[config.mk]
export PLATFORM = sky130hd
export DESIGN_NAME = path_step_generator
export DESIGN_NICKNAME = d
export VERILOG_FILES = /design/src/rtl/path_step_generator.sv
export SDC_FILE = /design/constraint.sdc
export NUM_CORES = 1
export LEC_CHECK = 0
export CAP_MARGIN = 20
export CORE_MARGIN = 4
export CORE_UTILIZATION = 35
export CTS_CLUSTER_SIZE = 20
export DETAILED_ROUTE_END_ITERATION = 12
export HOLD_SLACK_MARGIN = 0.1
export PLACE_DENSITY = 0.57
export SYNTH_ARGS = -nofsm -noshare
export SYNTH_HDL_FRONTEND = slang
export SYNTH_SLANG_ARGS = --single-unit
[constraint.sdc]
create_clock -name sixp25MHz_clock -period 4.45 [get_ports sixp25MHz_clock]
set_clock_uncertainty 0.05 [all_clocks]
set_input_delay 0.89 -clock sixp25MHz_clock [delete_from_list [all_inputs] [get_ports sixp25MHz_clock]]
set_output_delay 0.89 -clock sixp25MHz_clock [all_outputs]
set_load 0.01 [all_outputs]
[src/rtl/path_step_generator.sv]
// Head-position generator for the growing-path animation: walks a fixed six-segment
// path on a start pulse and publishes the head coordinate, segment index and status.
module path_step_generator #(
  parameter int BASE_DIV  = 138889,
  parameter int SLOW_MULT = 3
) (
  input  logic       sixp25MHz_clock,
  input  logic       reset,
  input  logic       enable,
  input  logic       start,
  output logic [6:0] var_x,
  output logic [6:0] var_y,
  output logic [2:0] segment,
  output logic       busy,
  output logic       done,
  output logic       step_pulse
);

  localparam int TW = (BASE_DIV > 1) ? $clog2(BASE_DIV) : 1;
  localparam int SW = (SLOW_MULT > 1) ? $clog2(SLOW_MULT) : 1;
  localparam logic [TW-1:0] TICK_LAST = TW'(BASE_DIV - 1);
  localparam logic [SW-1:0] SLOW_LAST = SW'(SLOW_MULT - 1);

  typedef enum logic [1:0] {S_IDLE, S_RUN, S_LOAD, S_DONE} state_t;

  // Segment table: even segments move along y, odd segments along x.
  function automatic logic seg_is_y(input logic [2:0] seg);
    return ~seg[0];
  endfunction

  function automatic logic [6:0] seg_start_x(input logic [2:0] seg);
    case (seg)
      3'd0, 3'd1: return 7'd84;
      3'd2, 3'd3: return 7'd42;
      3'd4:       return 7'd63;
      3'd5:       return 7'd59;
      default:    return 7'd84;
    endcase
  endfunction

  function automatic logic [6:0] seg_start_y(input logic [2:0] seg);
    case (seg)
      3'd1:    return 7'd41;
      3'd2:    return 7'd52;
      3'd3:    return 7'd26;
      3'd4:    return 7'd37;
      default: return 7'd0;
    endcase
  endfunction

  function automatic logic [6:0] seg_end(input logic [2:0] seg);
    case (seg)
      3'd0:    return 7'd41;
      3'd1:    return 7'd42;
      3'd2:    return 7'd26;
      3'd3:    return 7'd63;
      3'd4:    return 7'd0;
      3'd5:    return 7'd84;
      default: return 7'd0;
    endcase
  endfunction

  function automatic logic seg_inc(input logic [2:0] seg);
    return (seg == 3'd0) || (seg == 3'd3) || (seg == 3'd5);
  endfunction

  function automatic logic seg_slow(input logic [2:0] seg);
    return (seg == 3'd2) || (seg == 3'd3);
  endfunction

  state_t          state_q, state_d;
  logic [6:0]      x_q, x_d, y_q, y_d;
  logic [2:0]      seg_q, seg_d;
  logic            busy_q, busy_d, done_q, done_d, pulse_q, pulse_d;
  logic [TW-1:0]   tick_q, tick_d;
  logic [SW-1:0]   slow_q, slow_d;
  logic [6:0]      active_s;
  logic            step_s;

  always_comb begin
    state_d  = state_q;
    x_d      = x_q;
    y_d      = y_q;
    seg_d    = seg_q;
    tick_d   = tick_q;
    slow_d   = slow_q;
    pulse_d  = 1'b0;
    step_s   = 1'b0;
    active_s = seg_is_y(seg_q) ? y_q : x_q;

    case (state_q)
      S_IDLE, S_DONE: begin
        if (start) begin
          state_d = S_RUN;
          seg_d   = 3'd0;
          x_d     = 7'd84;
          y_d     = 7'd0;
          tick_d  = '0;
          slow_d  = '0;
        end
      end
      S_RUN: begin
        // End reached on the previous step: hand over without stepping further.
        if (active_s == seg_end(seg_q)) begin
          state_d = S_LOAD;
        end else begin
          if (tick_q == TICK_LAST) begin
            tick_d = '0;
            step_s = 1'b1;
            if (seg_slow(seg_q)) begin
              if (slow_q == SLOW_LAST) begin
                slow_d = '0;
              end else begin
                slow_d = slow_q + 1'b1;
                step_s = 1'b0;
              end
            end
          end else begin
            tick_d = tick_q + 1'b1;
          end
          if (step_s) begin
            pulse_d = 1'b1;
            if (seg_is_y(seg_q)) begin
              y_d = seg_inc(seg_q) ? y_q + 7'd1 : y_q - 7'd1;
            end else begin
              x_d = seg_inc(seg_q) ? x_q + 7'd1 : x_q - 7'd1;
            end
          end
        end
      end
      S_LOAD: begin
        tick_d = '0;
        slow_d = '0;
        if (seg_q == 3'd5) begin
          state_d = S_DONE;
        end else begin
          state_d = S_RUN;
          seg_d   = seg_q + 3'd1;
          x_d     = seg_start_x(seg_q + 3'd1);
          y_d     = seg_start_y(seg_q + 3'd1);
        end
      end
      default: begin
        state_d = S_IDLE;
      end
    endcase

    busy_d = (state_d == S_RUN) || (state_d == S_LOAD);
    done_d = (state_d == S_DONE);

    // Unlock gate drops everything back to reset values, overriding start.
    if (!enable) begin
      state_d = S_IDLE;
      x_d     = 7'd84;
      y_d     = 7'd0;
      seg_d   = 3'd0;
      tick_d  = '0;
      slow_d  = '0;
      busy_d  = 1'b0;
      done_d  = 1'b0;
      pulse_d = 1'b0;
    end
  end

  always_ff @(posedge sixp25MHz_clock) begin
    if (reset) begin
      state_q <= S_IDLE;
      x_q     <= 7'd84;
      y_q     <= 7'd0;
      seg_q   <= 3'd0;
      tick_q  <= '0;
      slow_q  <= '0;
      busy_q  <= 1'b0;
      done_q  <= 1'b0;
      pulse_q <= 1'b0;
    end else begin
      state_q <= state_d;
      x_q     <= x_d;
      y_q     <= y_d;
      seg_q   <= seg_d;
      tick_q  <= tick_d;
      slow_q  <= slow_d;
      busy_q  <= busy_d;
      done_q  <= done_d;
      pulse_q <= pulse_d;
    end
  end

  assign var_x      = x_q;
  assign var_y      = y_q;
  assign segment    = seg_q;
  assign busy       = busy_q;
  assign done       = done_q;
  assign step_pulse = pulse_q;

endmodule

# Word level (Yosys, flattened, before mapping)
# Cells that the tools add are included.
# word_totals
latchBits,0
out_inout_bits,20
register_bits,42
mem_count,0
input_bits,4
ram_bits,0
romBits,0
word_cells,102
# op_classes
add_sub_neg,7
n_bitwise,2
n_mux,42
magnitude_cmp,0
mul,0
div_mod_pow,0
n_eq_ne,26
n_shift,0
reduce_logical,16
# ops
cell,count
two-way mux 7 bit,14
case mux 7 bit (3 select lines),3
two-way mux 18 bit,3
case mux 18 bit (3 select lines),1
case mux 7 bit (5 select lines),1
case mux 6 bit (4 select lines),1
"adder 18 x 1 -> 18 bit, second input constant",1
"== test 18 bit, second input constant",1
two-way mux 2 bit,8
"!= test 2 bit, second input constant",8
"adder 7 x 1 -> 7 bit, second input constant",2
"subtractor 7 x 1 -> 7 bit, second input constant",2
"== test 3 x 2 -> 1 bit, second input constant",4
case mux 2 bit (3 select lines),2
"== test 2 bit, second input constant",5
AND reduction 5 bit,2
"== test 3 bit, second input constant",3
== test 7 bit,1
"== test 3 x 1 -> 1 bit, second input constant",2
two-way mux 1 bit,6
two-way mux 3 bit,2
case mux 3 bit (2 select lines),1
OR reduction 2 bit,3
"== test 2 x 1 -> 1 bit, second input constant",2
other kinds (11),15

# Longest topological paths before layout
# Gate-level depths: netlist of the first run.
# depth
depth_word,9
ltp_mapped,15

# Least setup slack after synthesis of the first run
# Ideal clock, no wire load.
# synth_path
kind,register to register
start,reg seg_q[0] (netlist: segment[0])
end,reg y_q[5] (netlist: var_y[5])
t_arrival_ns,3.166
path_slack_ns,1.164
required_ns,4.330
stages_incl_launch_ff,15
path_cell_list,dfxtp_1 > ha_1 > ha_1 > clkbuf_1 > inv_1 > nand2b_4 > clkinv_1 > ha_1 > a41oi_1 > o21ai_0 > a2bb2oi_1 > xnor2_1 > a22oi_1 > or4_1 > a21oi_1
# synth_via
elab_chain_len,8
word_cells_on_any_way,33
classes_between,add/sub (1); eq/ne (13); mux (14); reduce/logical (5)
# synth_lines
item,line_no,rtl
"start, declared",73,"logic [2:0] seg_q, seg_d;"
"start signal, assigned",180,seg_q <= seg_d;
"parallel branches: the longest is 8 deep, another holds adder 3 x 1 -> 3 bit",-,
"end signal, assigned",179,y_q <= y_d;
"end, declared",72,"logic [6:0] x_q, x_d, y_q, y_d;"
# Several ways; the timed one is not identified. The select of a mux whose other input is x is not followed.
# A chain may end at the register's enable or synchronous reset.

# Final worst setup path of the first run
# Same ends and word-level chain as after synthesis.

==> results.sh, run 1 <==
export IMPL_status="finished clean"
export IMPL_layout_nets=439
export IMPL_synth_xor_area_frac=0.0304
export IMPL_grt_pass1_wl_um=15000
export IMPL_period_share=0.905
export IMPL_crit_path_start_kind="flip-flop"
export IMPL_ys_seq_elements=42
export IMPL_synth_top_family_by_area="simple AND/OR/NAND/NOR gates"
export IMPL_fillers=914
export IMPL_timing_setup_critical_path_class="flip-flop to flip-flop"
export IMPL_post_cts_setup_buffers=0
export IMPL_gp_congestion=0.890
export IMPL_vias=3193
export IMPL_cts_tree="built"
export IMPL_synth_ff_type="dfxtp_1"
export IMPL_synth_nets=434
export IMPL_holdWs_ns=0.470
export IMPL_min_delay_start="tick_q[0]"
export IMPL_gr_total_overflow=0
export IMPL_peakVddDrop_mv=0.118
export IMPL_cap_violations=0
export IMPL_yosysTopAreaCell="dfxtp_1"
export IMPL_ant_nets=0
export IMPL_avgSynthCellArea_um2=7.63
export IMPL_synthMuxAreaShare=0.0375
export IMPL_power_density_nw_per_um2=214
export IMPL_whs_endpoint="tick_q[0]"
export IMPL_synth_compound_area_share=0.265
export IMPL_fmax_mhz=248
export IMPL_core_um2=8760
export IMPL_clk_latency_ns=0.30
export IMPL_final_setup_worst_slack_ns=0.425
export IMPL_reg2reg_depth=13
export IMPL_pre_cts_ws_ns=0.486
export IMPL_cp_arrival_ns=4.19
export IMPL_cts_buffers=5
export IMPL_p_leak_nw=1.14
export IMPL_rsz0062_at_grt="no"
export IMPL_rows=34
export IMPL_setup_viol=0
export IMPL_antenna_found_initial=0
export IMPL_r2r_start="segment[0]"
export IMPL_htreeDepth=2
export IMPL_first_global_vias=3035
export IMPL_whs_path_depth=2
export IMPL_die_area_um2=10600
export IMPL_synth_cell_types=62
export IMPL_drc=0
export IMPL_worst_pin_slew_ns=0.887
export IMPL_final_max_slew_violation_count=0
export IMPL_path_clk_slew_ns=0.09
export IMPL_regArea_um2=841
export IMPL_synth_area_leaders="dfxtp_1 (27%), o21ai_0 (6.2%), ha_1 (5.9%)"
export IMPL_portBuffers=23
export IMPL_synthAdderAreaFrac=0.0593
export IMPL_ios=24
export IMPL_dpl_hpwl_um=6440
export IMPL_multi_input_area_um2=2120
export IMPL_start_util=0.361
export IMPL_num_antenna_cells=0
export IMPL_cts_resized_gates=0
export IMPL_synth_cells=415
export IMPL_crit_fanout=15
export IMPL_hold_path_class="flip-flop to flip-flop"
export IMPL_critPathCaptureType="flip-flop"
export IMPL_clk_path_buf_depth=2
export IMPL_grt_usage=0.177
export IMPL_synth_simple_area_share=0.276
export IMPL_synthDominantCellAreaShare=0.266
export IMPL_drive_gt1_frac=0.0499
export IMPL_yosysSeqAreaShare=0.266
export IMPL_fin_crit_ns=4.03
export IMPL_maxSlewHeadroom=0.408
export IMPL_via_per_inst=6.04
export IMPL_worstPathRequired_ns=4.61
export IMPL_area_growth_pct=11.3
export IMPL_dr_pass1_iters=5
export IMPL_setup_tns_ns=0
export IMPL_synth_edff_count=0
export IMPL_first_iter_violations=177
export IMPL_die_h_um=103
export IMPL_hold_buffers=0
export IMPL_wl_um=8920
export IMPL_r2r_end="var_y[5]"
export IMPL_netlist_area_um2=3170
export IMPL_synthArstFlopShare=0
export IMPL_synth_commonest_cells="dfxtp_1 (42), o21ai_0 (39), a21oi_1 (35)"
export IMPL_placed_cells=521
export IMPL_yosysWarnings=0
export IMPL_grt_max_degree=50
export IMPL_fin_cells=529
export IMPL_clock_sinks=42
export IMPL_clockRootBuffer="clkbuf_8"
export IMPL_post_drt_wl_per_cell_um=16.9
export IMPL_yosysMostFrequentCell="dfxtp_1"
export IMPL_hold_violations=0
export IMPL_die_w_um=103
export IMPL_reg2reg_setup_slack_ns=0.42
==> stage by stage <==
stage | total power [mW] | area, um2 | utilization
floorplan | 0.433 | 3170 | -
global placement | 0.451 | 3410 | 0.389
detailed placement | 0.451 | 3410 | 0.389
CTS | 0.762 | 3520 | 0.402
global route | 0.788 | 3520 | 0.402
finish | 0.753 | 3520 | 0.402
==> sequential cells by signal (all words and copies together) (netlist names) <==
register / count
state_q: 2
segment: 3
step_pulse: 1
var_x: 7
slow_q: 2
var_y: 7
busy: 1
tick_q: 18
done: 1
==> placed cells by master, fill, tap and decap left out, types with 4 or more instances in the layout <==
cell type	count
a21oi_1	35
a31oi_1	7
and2_1	5
and3_1	9
clkbuf_8	5
clkdlybuf4s50_1	23
dfxtp_1	42
ha_1	15
inv_1	19
mux2i_1	8
nand2_1	25
nand2b_1	8
nand3_1	22
nand4_1	10
nor2_1	20
nor2b_1	4
nor3_1	10
o21ai_0	39
o22ai_1	5
o311ai_0	5
o31ai_1	6
or3_1	20
or4_1	7
xnor2_1	10
==> logic make-up after synthesis <==
kind of cell | count (synthesis)
flip-flops | 42
multiplexers | 11
buffers and inverters | 47
adder cells (fa/ha/maj) | 15
XOR/XNOR | 11
AO/OA/AOI/OAI | 133
AND/OR/NAND/NOR | 156
==> area by class of cell <==
type                            count  share of cell area
Multi-Input combinational cell    326               0.600
Sequential cell                    42               0.239
Timing Repair Buffer               25              0.0696
Tap cell                          108              0.0383
Inverter                           20              0.0213
Clock buffer                        5              0.0195
Clock inverter                      3              0.0124
==> report_power, final <==
part / internal, mW / total, mW / switching, mW
Clock: 0.168 / 0.311 / 0.142
Sequential: 0.378 / 0.382 / 0.00392
Combinational: 0.0197 / 0.0601 / 0.0404
==> critical path, cell delays in order (launching register included) <==
cell,delay (ns)
dfxtp_1,0.81
inv_1,0.29
ha_1,0.37
mux2_2,0.35
nand2b_4,0.23
clkinv_1,0.21
ha_1,0.32
a41oi_1,0.23
o21ai_0,0.11
a2bb2oi_1,0.17
xnor2_1,0.14
a22oi_1,0.08
or4_1,0.44
a21oi_1,0.15
==> worst max path at each step <==
stage | startpoint | endpoint | slack, ns | depth (start not counted)
6_report | segment[0] | var_y[5] | 0.42 | 13
5_1_grt | segment[0] | var_y[5] | 0.04 | 13
4_1_cts | segment[0] | var_y[5] | 0.44 | 13
3_5_place_dp | segment[0] | var_y[5] | 0.49 | 13
3_3_place_gp | segment[0] | var_y[5] | 0.63 | 13
2_1_floorplan | segment[0] | var_y[5] | 1.16 | 14
==> layer usage <==
layer / up-vias / wire length (um) / global-route usage
met3: 19 / 414 / 0.0250
met2: 91 / 4330 / 0.305
met1: 1506 / 3990 / 0.225
met5: - / 0 / 0
met4: 0 / 190 / 0.0608
li1: 1577 / - / -
Note: power is estimated with default switching activity, not from simulation.
==> run 2: changes to the inputs <==
--- a/config.mk
+++ b/config.mk
@@ -6,12 +6,14 @@
 export NUM_CORES = 1
 export LEC_CHECK = 0
 export CAP_MARGIN = 20
+export CELL_PAD_IN_SITES_DETAIL_PLACEMENT = 0
+export CELL_PAD_IN_SITES_GLOBAL_PLACEMENT = 1
 export CORE_MARGIN = 4
 export CORE_UTILIZATION = 35
 export CTS_CLUSTER_SIZE = 20
 export DETAILED_ROUTE_END_ITERATION = 12
 export HOLD_SLACK_MARGIN = 0.1
-export PLACE_DENSITY = 0.57
+export PLACE_DENSITY = 0.72
 export SYNTH_ARGS = -nofsm -noshare
 export SYNTH_HDL_FRONTEND = slang
 export SYNTH_SLANG_ARGS = --single-unit
==> run 2 against run 1 <==
Against the previous run: cell area grew 0.25%; die area is the same; worst setup slack gained 0.093 ns; final cell count grew 0.19%; sequential cell count is the same; combinational power grew 2%; clock power is essentially flat; maximum frequency grew 2.4%; utilization grew 0.10 points; global-route usage is essentially flat; critical path type unchanged; highest routed layer unchanged.
==> results.sh, run 2 (same netlist as run 1, synthesis figures left out) <==
export IMPL_clk_latency_ns=0.30
export IMPL_antenna_found_initial=0
export IMPL_setup_viol=0
export IMPL_path_clk_slew_ns=0.09
export IMPL_maxSlewHeadroom=0.435
export IMPL_cts_buffers=5
export IMPL_grt_max_degree=50
export IMPL_fmax_mhz=254
export IMPL_fin_crit_ns=3.93
export IMPL_cp_arrival_ns=4.11
export IMPL_worstPathRequired_ns=4.63
export IMPL_first_iter_violations=127
export IMPL_gp_congestion=0.836
export IMPL_hold_path_class="flip-flop to flip-flop"
export IMPL_critPathCaptureType="flip-flop"
export IMPL_dpl_hpwl_um=6590
export IMPL_post_drt_wl_per_cell_um=16.9
export IMPL_cp_num_buf_inv=2
export IMPL_cts_resized_gates=0
export IMPL_ios=24
export IMPL_hold_violations=0
export IMPL_cts_tree="built"
export IMPL_crit_path_start_kind="flip-flop"
export IMPL_max_stage_delay_ns=0.79
export IMPL_via_per_inst=5.91
export IMPL_die_h_um=103
export IMPL_worst_pin_slew_ns=0.848
export IMPL_num_antenna_cells=0
export IMPL_grt_usage=0.177
export IMPL_wl_um=8970
export IMPL_die_w_um=103
export IMPL_crit_top_cell="ha_1"
export IMPL_clock_sinks=42
export IMPL_final_cell_mix="dfxtp_1 (42), o21ai_0 (39), a21oi_1 (35)"
export IMPL_rows=34
export IMPL_status="finished clean"
export IMPL_peakVddDrop_mv=0.122
export IMPL_largest_reg_flops=18
export IMPL_placed_area_um2=3420
export IMPL_grt_pass1_wl_um=15000
export IMPL_post_route_util=0.403
export IMPL_cpMaxStageDelayCell="dfxtp_1"
export IMPL_hold_buffers=0
export IMPL_first_global_vias=2960
export IMPL_portBuffers=23
export IMPL_cp_depth=13
export IMPL_dr_pass1_iters=4
export IMPL_final_max_slew_violation_count=0
export IMPL_cap_violations=0
export IMPL_p_leak_nw=1.13
export IMPL_start_util=0.361
export IMPL_core_um2=8760
export IMPL_clockRootBuffer="clkbuf_8"
export IMPL_period_share=0.884
export IMPL_top_register="tick_q"
export IMPL_htreeDepth=2
export IMPL_final_common_cell="dfxtp_1"
export IMPL_post_cts_setup_buffers=0
export IMPL_power_density_nw_per_um2=213
export IMPL_die_area_um2=10600
export IMPL_area_growth_pct=11.6
export IMPL_reg2reg_depth=13
export IMPL_cp_top_family="flip-flops"
export IMPL_fin_area_um2=3530
export IMPL_whs_path_depth=2
export IMPL_drive_gt1_frac=0.0521
export IMPL_ant_nets=0
export IMPL_timing_setup_critical_path_class="flip-flop to flip-flop"
export IMPL_gr_total_overflow=0
export IMPL_rsz0062_at_grt="no"
export IMPL_setup_tns_ns=0
export IMPL_vias=3134
export IMPL_drc=0
export IMPL_crit_fanout=15
export IMPL_layout_nets=440
export IMPL_clk_path_buf_depth=2
export IMPL_fillers=899
export IMPL_crit_chain="inv_1, ha_1, mux2_2, nand2b_4, clkinv_1, ha_1, a41oi_1, o21ai_0, a2bb2oi_1, xnor2_1, a22oi_1, or4_1, a21oi_1"
## run 2: changes by cell type in the layout (fill, tap and decap cells not counted)
| cell | before | now |
|---|---|---|
| inv_6 | 1 | 0 |
| buf_4 | 2 | 3 |
| clkinvlp_4 | 0 | 2 |
| clkinv_2 | 1 | 0 |
## run 2: worst reg2reg max path, stage by stage, from the launching register on
cell and delay (ns):
dfxtp_1 0.79, inv_1 0.29, ha_1 0.37, mux2_2 0.34, nand2b_4 0.22, clkinv_1 0.21, ha_1 0.33, a41oi_1 0.21
o21ai_0 0.10, a2bb2oi_1 0.17, xnor2_1 0.14, a22oi_1 0.08, or4_1 0.42, a21oi_1 0.14
## run 2: path summary, 6_finish.rpt
path,slack (ns),endpoint,from
worst max-delay path,0.52,var_y[5],segment[0]
worst min-delay path,0.46,tick_q[17],tick_q[17]
worst max register to register,0.52,var_y[5],segment[0]
worst min register to register,0.46,tick_q[17],tick_q[17]
## run 2: metrics by stage
step	total power [mW]	setup WS [ns]	std cells	hold slack (ns)
global route	0.788	0.160	530	0.483
finish	0.754	0.518	530	0.455
global placement	0.452	0.599	522	0.433
floorplan	0.433	1.16	415	0.420
detailed placement	0.452	0.537	522	0.447
CTS	0.762	0.525	530	0.459
## run 2: metal layers
metal	wire (um)	track usage
met1	4100	0.239
met2	4390	0.288
met3	385	0.0257
met4	83	0.0588
met5	0	0
## run 2: area by class of cell
cell class / count / area (um2) / share of cell area
tap: 108 / 135 / 0.0382
timing repair buffer: 26 / 253 / 0.0715
clock buffer: 5 / 68.8 / 0.0195
clock inverter: 3 / 45.0 / 0.0127
multi-input combinational: 326 / 2120 / 0.599
inverter: 20 / 75.1 / 0.0212
sequential: 42 / 841 / 0.238
## run 2: power by group
group	total (mW)	internal, mW	switching, mW
combinational	0.0613	0.0206	0.0407
sequential	0.382	0.378	0.00357
clock	0.310	0.167	0.143
==> run 3: changes to the inputs <==
--- a/config.mk
+++ b/config.mk
@@ -9,11 +9,11 @@
 export CELL_PAD_IN_SITES_DETAIL_PLACEMENT = 0
 export CELL_PAD_IN_SITES_GLOBAL_PLACEMENT = 1
 export CORE_MARGIN = 4
-export CORE_UTILIZATION = 35
+export CORE_UTILIZATION = 40
 export CTS_CLUSTER_SIZE = 20
 export DETAILED_ROUTE_END_ITERATION = 12
 export HOLD_SLACK_MARGIN = 0.1
-export PLACE_DENSITY = 0.72
+export PLACE_DENSITY = 0.79
 export SYNTH_ARGS = -nofsm -noshare
 export SYNTH_HDL_FRONTEND = slang
 export SYNTH_SLANG_ARGS = --single-unit
==> run 3 against run 2 <==
Against the previous run: sequential share of layout area rose by 0.18 points; cell area is 0.74% lower; first-iteration DRC count increased by 130%; total power is 4.8% lower; highest routed layer unchanged; largest cell class unchanged; worst hold slack better by 0.015 ns; critical path depth is the same; wire length increased by 0.55%; die area is 12% lower; combinational power hardly changed.
==> results.sh, run 3 (same netlist as run 1, synthesis figures left out) <==
export IMPL_first_global_vias=2842
export IMPL_die_h_um=97.0
export IMPL_portBuffers=23
export IMPL_final_common_cell="dfxtp_1"
export IMPL_ant_nets=0
export IMPL_clk_path_buf_depth=2
export IMPL_die_w_um=97.0
export IMPL_largest_reg_flops=18
export IMPL_hold_violations=0
export IMPL_area_growth_pct=10.8
export IMPL_worst_pin_slew_ns=0.802
export IMPL_grt_max_degree=50
export IMPL_setup_tns_ns=0
export IMPL_rsz0062_at_grt="no"
export IMPL_gr_total_overflow=0
export IMPL_wl_um=9020
export IMPL_layout_nets=440
export IMPL_path_clk_slew_ns=0.09
export IMPL_cts_tree="built"
export IMPL_ios=24
export IMPL_top_register="tick_q"
export IMPL_antenna_found_initial=0
export IMPL_cts_buffers=5
export IMPL_start_util=0.410
export IMPL_htreeDepth=2
export IMPL_drc=0
export IMPL_p_leak_nw=1.13
export IMPL_fin_area_um2=3510
export IMPL_cap_violations=0
export IMPL_cts_resized_gates=0
export IMPL_num_antenna_cells=0
export IMPL_clock_sinks=42
export IMPL_final_max_slew_violation_count=0
export IMPL_maxSlewHeadroom=0.464
export IMPL_placed_area_um2=3410
export IMPL_rows=32
export IMPL_crit_path_start_kind="flip-flop"
export IMPL_peakVddDrop_mv=0.107
export IMPL_hold_buffers=0
export IMPL_timing_setup_critical_path_class="flip-flop to flip-flop"
export IMPL_hold_path_class="flip-flop to flip-flop"
export IMPL_dr_pass1_iters=5
export IMPL_clockRootBuffer="clkbuf_8"
export IMPL_first_iter_violations=295
export IMPL_post_cts_setup_buffers=0
export IMPL_power_density_nw_per_um2=204
export IMPL_worstPathRequired_ns=4.63
export IMPL_finalPower_mw=0.717
export IMPL_period_share=0.879
export IMPL_grt_pass1_wl_um=14900
export IMPL_critPathCaptureType="flip-flop"
export IMPL_core_um2=7730
export IMPL_vias=3194
export IMPL_fmax_mhz=256
export IMPL_clk_latency_ns=0.30
export IMPL_fin_crit_ns=3.91
export IMPL_cp_arrival_ns=4.09
export IMPL_die_area_um2=9400
export IMPL_via_per_inst=6.10
export IMPL_post_drt_wl_per_cell_um=17.2
export IMPL_drive_gt1_frac=0.0498
export IMPL_crit_fanout=15
export IMPL_grt_usage=0.188
export IMPL_setup_viol=0
export IMPL_dpl_hpwl_um=6480
export IMPL_final_cell_mix="dfxtp_1 (42), o21ai_0 (39), a21oi_1 (35)"
export IMPL_status="finished clean"
export IMPL_gp_congestion=0.877
## run 3: final timing paths
kind | slack, ns | start | endpoint | cells after the start
max | 0.54 | segment[0] | var_y[5] | 13
max reg2reg | 0.54 | segment[0] | var_y[5] | 13
min reg2reg | 0.47 | slow_q[0] | slow_q[1] | 2
min | 0.47 | slow_q[0] | slow_q[1] | 2
## run 3: layout make-up
class,instances,area (um2)
inverters,20,75.1
flip-flops and latches,42,841
multi-input cells,326,2120
repair buffers,26,253
clock buffers,7,86.3
clock inverters,1,8.76
fillers,777,4220
well taps,102,128
## run 3: metrics by stage
stage               utilization  hold slack, ns  instances  worst slack (ns)
finish                    0.454           0.470        524             0.539
global route              0.454           0.484        524             0.215
CTS                       0.454           0.465        524             0.545
detailed placement        0.442           0.447        516             0.591
global placement          0.442           0.439        516             0.667
floorplan                     -           0.420        415              1.16
## run 3: worst max-delay path, stage by stage, from the launching register on
cell and delay [ns]:
dfxtp_1 0.78, inv_1 0.27, ha_1 0.36, mux2_2 0.35, nand2b_4 0.22, clkinv_1 0.21, ha_1 0.33, a41oi_1 0.21
o21ai_0 0.10, a2bb2oi_1 0.17, xnor2_1 0.14, a22oi_1 0.07, or4_1 0.41, a21oi_1 0.14
## run 3: power breakdown
group	internal [mW]	total (mW)	switching (mW)	leakage (nW)
Sequential	0.378	0.382	0.00399	0.339
Combinational	0.0203	0.0611	0.0408	0.744
Clock	0.129	0.274	0.145	0.0489
Total	0.527	0.717	0.190	1.13
## run 3: per-layer routing
layer	share of wire	track usage	wire (um)
met5	0	0	0
met4	0.0082	0.0400	74
met3	0.051	0.0281	456
met2	0.44	0.286	4010
met1	0.50	0.281	4480
